## src/rtl/check_strip_parity_if.sv

```systemverilog
// Beat handshake bundle between the parity check/strip stage and its neighbours:
// parity-packed words in, stripped words plus per-word error mask out.
interface check_strip_parity_if #(
  parameter int WORDS         = 5,
  parameter int BITS_PER_WORD = 9
);
  logic [(BITS_PER_WORD+1)*WORDS-1:0] din;
  logic                               din_valid;
  logic                               din_ready;
  logic [BITS_PER_WORD*WORDS-1:0]     dout;
  logic                               dout_valid;
  logic                               dout_ready;
  logic [WORDS-1:0]                   word_err;
  logic                               any_err;

  modport master (
    output din, din_valid, dout_ready,
    input  din_ready, dout, dout_valid, word_err, any_err
  );

  modport slave (
    input  din, din_valid, dout_ready,
    output din_ready, dout, dout_valid, word_err, any_err
  );
endinterface

```

## src/rtl/check_strip_parity.sv

```systemverilog
// Odd-parity check and strip, 2-stage valid/ready pipeline (2-cycle latency, holds 2 beats when
// stalled, din_ready = ~dout_valid | dout_ready); error stats only when CHECK_PARITY_STATS_EN is defined.
module check_strip_parity #(
  parameter int WORDS         = 5,
  parameter int BITS_PER_WORD = 9,
  parameter int ERR_CNT_WIDTH = 16
) (
  input  logic                     clk,
  input  logic                     arst_n,
  check_strip_parity_if.slave      bus,
  input  logic                     clr_err,
  output logic [ERR_CNT_WIDTH-1:0] err_count,
  output logic                     first_err_valid,
  output logic [WORDS-1:0]         first_err_mask
);
  localparam int B  = BITS_PER_WORD;
  localparam int WB = BITS_PER_WORD + 1;

  logic [B*WORDS-1:0] strip_dat;
  logic [WORDS-1:0]   strip_err;
  logic               s1_vld;
  logic [B*WORDS-1:0] s1_dat;
  logic [WORDS-1:0]   s1_err;
  logic               dout_vld_q;
  logic [B*WORDS-1:0] dout_q;
  logic [WORDS-1:0]   err_q;
  logic               adv;
  logic               err_hs;

  // A word is bad when its parity+data bits XOR to 0 (even number of ones).
  always_comb begin
    strip_dat = '0;
    strip_err = '0;
    for (int i = 0; i < WORDS; i++) begin
      strip_dat[i*B +: B] = bus.din[i*WB +: B];
      strip_err[i]        = ~(^bus.din[i*WB +: WB]);
    end
  end

  assign adv           = ~dout_vld_q | bus.dout_ready;
  assign bus.din_ready = adv;
  assign bus.dout      = dout_q;
  assign bus.dout_valid = dout_vld_q;
  assign bus.word_err  = err_q & {WORDS{dout_vld_q}};
  assign bus.any_err   = dout_vld_q & (|err_q);
  assign err_hs        = dout_vld_q & bus.dout_ready & (|err_q);

  always_ff @(posedge clk or negedge arst_n) begin
    if (!arst_n) begin
      s1_vld     <= 1'b0;
      s1_dat     <= '0;
      s1_err     <= '0;
      dout_vld_q <= 1'b0;
      dout_q     <= '0;
      err_q      <= '0;
    end else if (adv) begin
      // din_ready equals adv, so din_valid alone qualifies the capture here.
      s1_vld     <= bus.din_valid;
      if (bus.din_valid) begin
        s1_dat <= strip_dat;
        s1_err <= strip_err;
      end
      dout_vld_q <= s1_vld;
      if (s1_vld) begin
        dout_q <= s1_dat;
        err_q  <= s1_err;
      end
    end
  end

`ifdef CHECK_PARITY_STATS_EN
  always_ff @(posedge clk or negedge arst_n) begin
    if (!arst_n) begin
      err_count       <= '0;
      first_err_valid <= 1'b0;
      first_err_mask  <= '0;
    end else if (clr_err) begin
      err_count       <= '0;
      first_err_valid <= 1'b0;
      first_err_mask  <= '0;
    end else if (err_hs) begin
      if (~&err_count) begin
        err_count <= err_count + {{(ERR_CNT_WIDTH-1){1'b0}}, 1'b1};
      end
      if (!first_err_valid) begin
        first_err_valid <= 1'b1;
        first_err_mask  <= err_q;
      end
    end
  end
`else
  logic unused_stats;
  assign unused_stats    = clr_err ^ err_hs;
  assign err_count       = '0;
  assign first_err_valid = 1'b0;
  assign first_err_mask  = '0;
`endif
endmodule

```

## src/flat_wrapper.sv

```systemverilog
// flat-port wrapper written by rule: the top's interface ports become plain ports
module check_strip_parity_flat 
#(
  parameter int WORDS         = 5,
  parameter int BITS_PER_WORD = 9,
  parameter int ERR_CNT_WIDTH = 16
)
  (clk, arst_n, clr_err, err_count, first_err_valid, first_err_mask, bus_din, bus_din_valid, bus_dout_ready, bus_din_ready, bus_dout, bus_dout_valid, bus_word_err, bus_any_err);
  check_strip_parity_if #(.WORDS(WORDS), .BITS_PER_WORD(BITS_PER_WORD)) bus_i ();
  input  logic clk;
  input  logic arst_n;
  input  logic clr_err;
  output logic [ERR_CNT_WIDTH-1:0] err_count;
  output logic first_err_valid;
  output logic [WORDS-1:0] first_err_mask;
  input wire logic [$bits(bus_i.din)-1:0] bus_din;
  input wire logic [$bits(bus_i.din_valid)-1:0] bus_din_valid;
  input wire logic [$bits(bus_i.dout_ready)-1:0] bus_dout_ready;
  output wire logic [$bits(bus_i.din_ready)-1:0] bus_din_ready;
  output wire logic [$bits(bus_i.dout)-1:0] bus_dout;
  output wire logic [$bits(bus_i.dout_valid)-1:0] bus_dout_valid;
  output wire logic [$bits(bus_i.word_err)-1:0] bus_word_err;
  output wire logic [$bits(bus_i.any_err)-1:0] bus_any_err;
  assign bus_i.din = bus_din;
  assign bus_i.din_valid = bus_din_valid;
  assign bus_i.dout_ready = bus_dout_ready;
  assign bus_din_ready = bus_i.din_ready;
  assign bus_dout = bus_i.dout;
  assign bus_dout_valid = bus_i.dout_valid;
  assign bus_word_err = bus_i.word_err;
  assign bus_any_err = bus_i.any_err;
  check_strip_parity #(.WORDS(WORDS), .BITS_PER_WORD(BITS_PER_WORD), .ERR_CNT_WIDTH(ERR_CNT_WIDTH)) u_core (.clk(clk), .arst_n(arst_n), .bus(bus_i), .clr_err(clr_err), .err_count(err_count), .first_err_valid(first_err_valid), .first_err_mask(first_err_mask));
endmodule
```

## config.mk

```make
export PLATFORM = sky130hd
export DESIGN_NAME = check_strip_parity_flat
export DESIGN_NICKNAME = d
export VERILOG_FILES = /design/src/rtl/check_strip_parity_if.sv /design/src/rtl/check_strip_parity.sv /design/src/flat_wrapper.sv
export SDC_FILE = /design/constraint.sdc
export NUM_CORES = 1
export LEC_CHECK = 0
export ABC_AREA = 0
export BUFFER_PORTS_ARGS = -buffer_cell sky130_fd_sc_hd__clkbuf_2
export CORE_UTILIZATION = 40
export DETAILED_ROUTE_END_ITERATION = 10
export PLACE_DENSITY = 0.62
export SKIP_LAST_GASP = 1
export SLEW_MARGIN = 10
export SYNTH_ARGS = -nofsm -noshare
export SYNTH_HDL_FRONTEND = slang
export SYNTH_SLANG_ARGS = --single-unit
```

## constraint.sdc

```tcl
create_clock -name clk -period 2 [get_ports clk]
set_input_delay 0 -clock clk [delete_from_list [all_inputs] [get_ports clk]]
set_output_delay 0 -clock clk [all_outputs]
set_load 0.005 [all_outputs]
```

==> results.sh <==
export IMPL_p_leak_nw=2.821
export IMPL_min_period_over_period=0.7780
export IMPL_pwr_share_clk=0.246
export IMPL_cap_violations=0
export IMPL_dp_cells=536
export IMPL_initial_utilization=0.4163
export IMPL_ir_drop_mv=0.5637
export IMPL_synth_area_leaders="dfrtp_1, mux2_2, mux2_4, xnor2_1, buf_4"
export IMPL_fin_total_pwr_w=0.006237
export IMPL_fin_nets=509
export IMPL_power_density_nw_per_um2=1058
export IMPL_syn2layout_area_growth_pct=28.34
export IMPL_netlist_cell_type_count=22
export IMPL_die_area_sq_um=11910
export IMPL_grtUsageTotal=0.1560
export IMPL_clock_sinks=102
export IMPL_comb_power_share=0.276
export IMPL_clock_latency_ps=330
export IMPL_die_w_um=109.1
export IMPL_ctsRootBufferMaster="clkbuf_16"
export IMPL_status="finished, final reports clean"
export IMPL_reg2reg_depth=4
export IMPL_slew_violations=0
export IMPL_crit_type="flop to output port"
export IMPL_final_hold_violation_count=0
export IMPL_worstMarginPinSlew_ps=656.2
export IMPL_ys_warn_count=0
export IMPL_syn_area_sq_um=4592
export IMPL_drt_initial_drc_count=64
export IMPL_rows=38
export IMPL_cts_tree="yes"
export IMPL_swShare=0.2676
export IMPL_gp_congestion=0.6527
export IMPL_post_drt_wl_per_cell_um=14.16
export IMPL_hold_path_depth=3
export IMPL_grt_max_degree=50
export IMPL_critical_path_top_delay_family="simple AND/OR/NAND/NOR gates"
export IMPL_end_kind="output port"
export IMPL_seqPwrFrac=0.478
export IMPL_setup_viol=0
export IMPL_grt_pass1_wl_um=14040
export IMPL_clkTransAtPathRegs_ps=60
export IMPL_routed_via_count=2718
export IMPL_fin_crit_ps=1556
export IMPL_coreArea_sq_um=11030
export IMPL_cpPeakStageDelay_ps=520
export IMPL_synth_area_per_cell_sq_um=15.62
export IMPL_cts_path_max_buffers=2
export IMPL_final_cell_mix="clkbuf_2, dfrtp_1, mux2_2"
export IMPL_startpoint_type="flop"
export IMPL_rsz0062_at_grt="false"
export IMPL_antenna_cells=0
export IMPL_crit_slowest_cell="or4_1"
export IMPL_holdWs_ps=73.11
export IMPL_yosysTopAreaCell="dfrtp_1"
export IMPL_grt_overflow_total=0
export IMPL_synth_seq_area_share=0.5559
export IMPL_numCtsBuffers=9
export IMPL_power_internal_w=0.004568
export IMPL_cts_htree_levels=3
export IMPL_p_sw_w=0.001669
export IMPL_ys_ff_latch=102
export IMPL_hold_path_class="primary input to flop"
export IMPL_fin_tns_setup_ps=0
export IMPL_dr_pass1_iters=5
export IMPL_place_hpwl_um=5701
export IMPL_fmax_ghz=0.6427
export IMPL_cp_data_arrival_time_ps=1560
export IMPL_ant_nets=0
export IMPL_cp_cell_sequence="or4_1 > o21a_1 > clkbuf_2"
export IMPL_port_buffers=106
export IMPL_crit_required_ps=2000
export IMPL_totalWireLength_um=8469
export IMPL_die_h_um=109.1
export IMPL_critical_path_depth=3
export IMPL_mostFrequentLayoutCell="clkbuf_2"
export IMPL_io_pins=130
export IMPL_drive_above_1_share=0.4694
export IMPL_drc=0
export IMPL_crit_buf_inv=1
export IMPL_cp_max_fo=3
export IMPL_post_cts_buffers=0
export IMPL_fin_cells=598
export IMPL_post_route_util=0.5343
export IMPL_grt_pass1_vias=2913
export IMPL_yosys_area_top_type_share=0.5559
export IMPL_syn_inst=294
export IMPL_relSlewSlack=0.5625
export IMPL_via_per_inst=4.545
export IMPL_antenna_found_initial=0
export IMPL_skew_ps=4.894
## cells by family (layout without fill, tap and decap cells)
| family | after synthesis | after routing | synth area share |
|---|---|---|---|
| AOI/OAI and AO/OA | 7 | 7 | 0.008173 |
| and+or+nand+nor | 15 | 15 | 0.02016 |
| DFF | 102 | 102 | 0.5559 |
| buffers and inverters | 34 | 177 | 0.06703 |
| xor gates and xnor gates | 40 | 40 | 0.09128 |
| muxes | 95 | 95 | 0.2567 |
| other | 1 | 22 | 0.0008167 |
## repair_timing
| action | in CTS | in global routing |
|---|---|---|
| endpoints found under the setup margin | 0 | 0 |
| gates resized for setup | 0 | 0 |
| hold endpoints to repair | 94 | 0 |
| hold buffers | 47 | 0 |
## flip-flops by register name, summed over array words and instances, names as in the netlist
signal	cells
u_core.bus.dout	45
u_core.bus.dout_valid	1
u_core.err_q	5
u_core.s1_dat	45
u_core.s1_err	5
u_core.s1_vld	1
## worst paths after layout
path | startpoint | endpoint | slack, ps
worst max-delay path | u_core.err_q[1] | bus_any_err | 440
worst min-delay path | bus_din_valid | u_core.s1_vld | 70
worst max register to register | u_core.bus.dout_valid | u_core.s1_dat[9] | 520
worst min register to register | u_core.s1_err[1] | u_core.s1_err[1] | 480
max in group asynchronous | arst_n | u_core.s1_dat[6] | 1040
min in group asynchronous | arst_n | u_core.bus.dout[28] | 230
## cells in the mapped netlist
cell / instances
o21a_1: 1
buf_6: 5
buf_8: 2
inv_1: 1
mux2_1: 8
nand2_1: 6
xnor2_1: 35
nand2_4: 1
and2_1: 5
xnor3_1: 5
buf_12: 2
mux2_4: 29
nand2_2: 1
conb_1: 1
mux2_2: 58
buf_4: 23
buf_2: 1
dfrtp_1: 102
nand2b_4: 1
o21ai_0: 1
o21ai_1: 5
or4_1: 1
## power by group through the flow
| stage | logic (W) | clock network [W] | registers [W] |
|---|---|---|---|
| 6_report | 0.00172 | 0.00153 | 0.00298 |
| 3_5_place_dp | 0.00169 | 0 | 0.00303 |
| 2_1_floorplan | 0.00102 | 0 | 0.00299 |
| 4_1_cts | 0.00177 | 0.00160 | 0.00299 |
| 5_1_grt | 0.00192 | 0.00167 | 0.00307 |
| 3_3_place_gp | 0.00166 | 0 | 0.00299 |
## cell type report
cell class | count | area (sq um)
Clock buffer | 13 | 240.2
Clock inverter | 2 | 10.01
Fill cell | 956 | 5137
Inverter | 1 | 3.754
Multi-Input combinational cell | 179 | 1810
Sequential cell | 102 | 2552
Tap cell | 140 | 175.2
Timing Repair Buffer | 161 | 1101
## stage by stage
stage / setup WS (ps) / area [sq um]
after floorplan: 671.6 / 4671
after global placement: 529.6 / 5172
after detailed placement: 523.3 / 5172
after CTS: 417.2 / 5893
after global routing: 371.5 / 5893
final: 444.1 / 5893
## worst register-to-register path, cell delays in order, from the launching register on
cell and delay [ps]:
dfrtp_1 390, nand2b_4 100, nand2_4 210, buf_12 280, mux2_2 390
## per-layer routing
layer	vias to the layer above	routed length, um	GRT usage
li1	1272	-	-
met1	1357	3758	0.1958
met2	84	4078	0.2592
met3	5	549	0.04543
met4	0	84	0.04633
met5	-	0	0
Note: power is estimated with default switching activity, not from simulation.
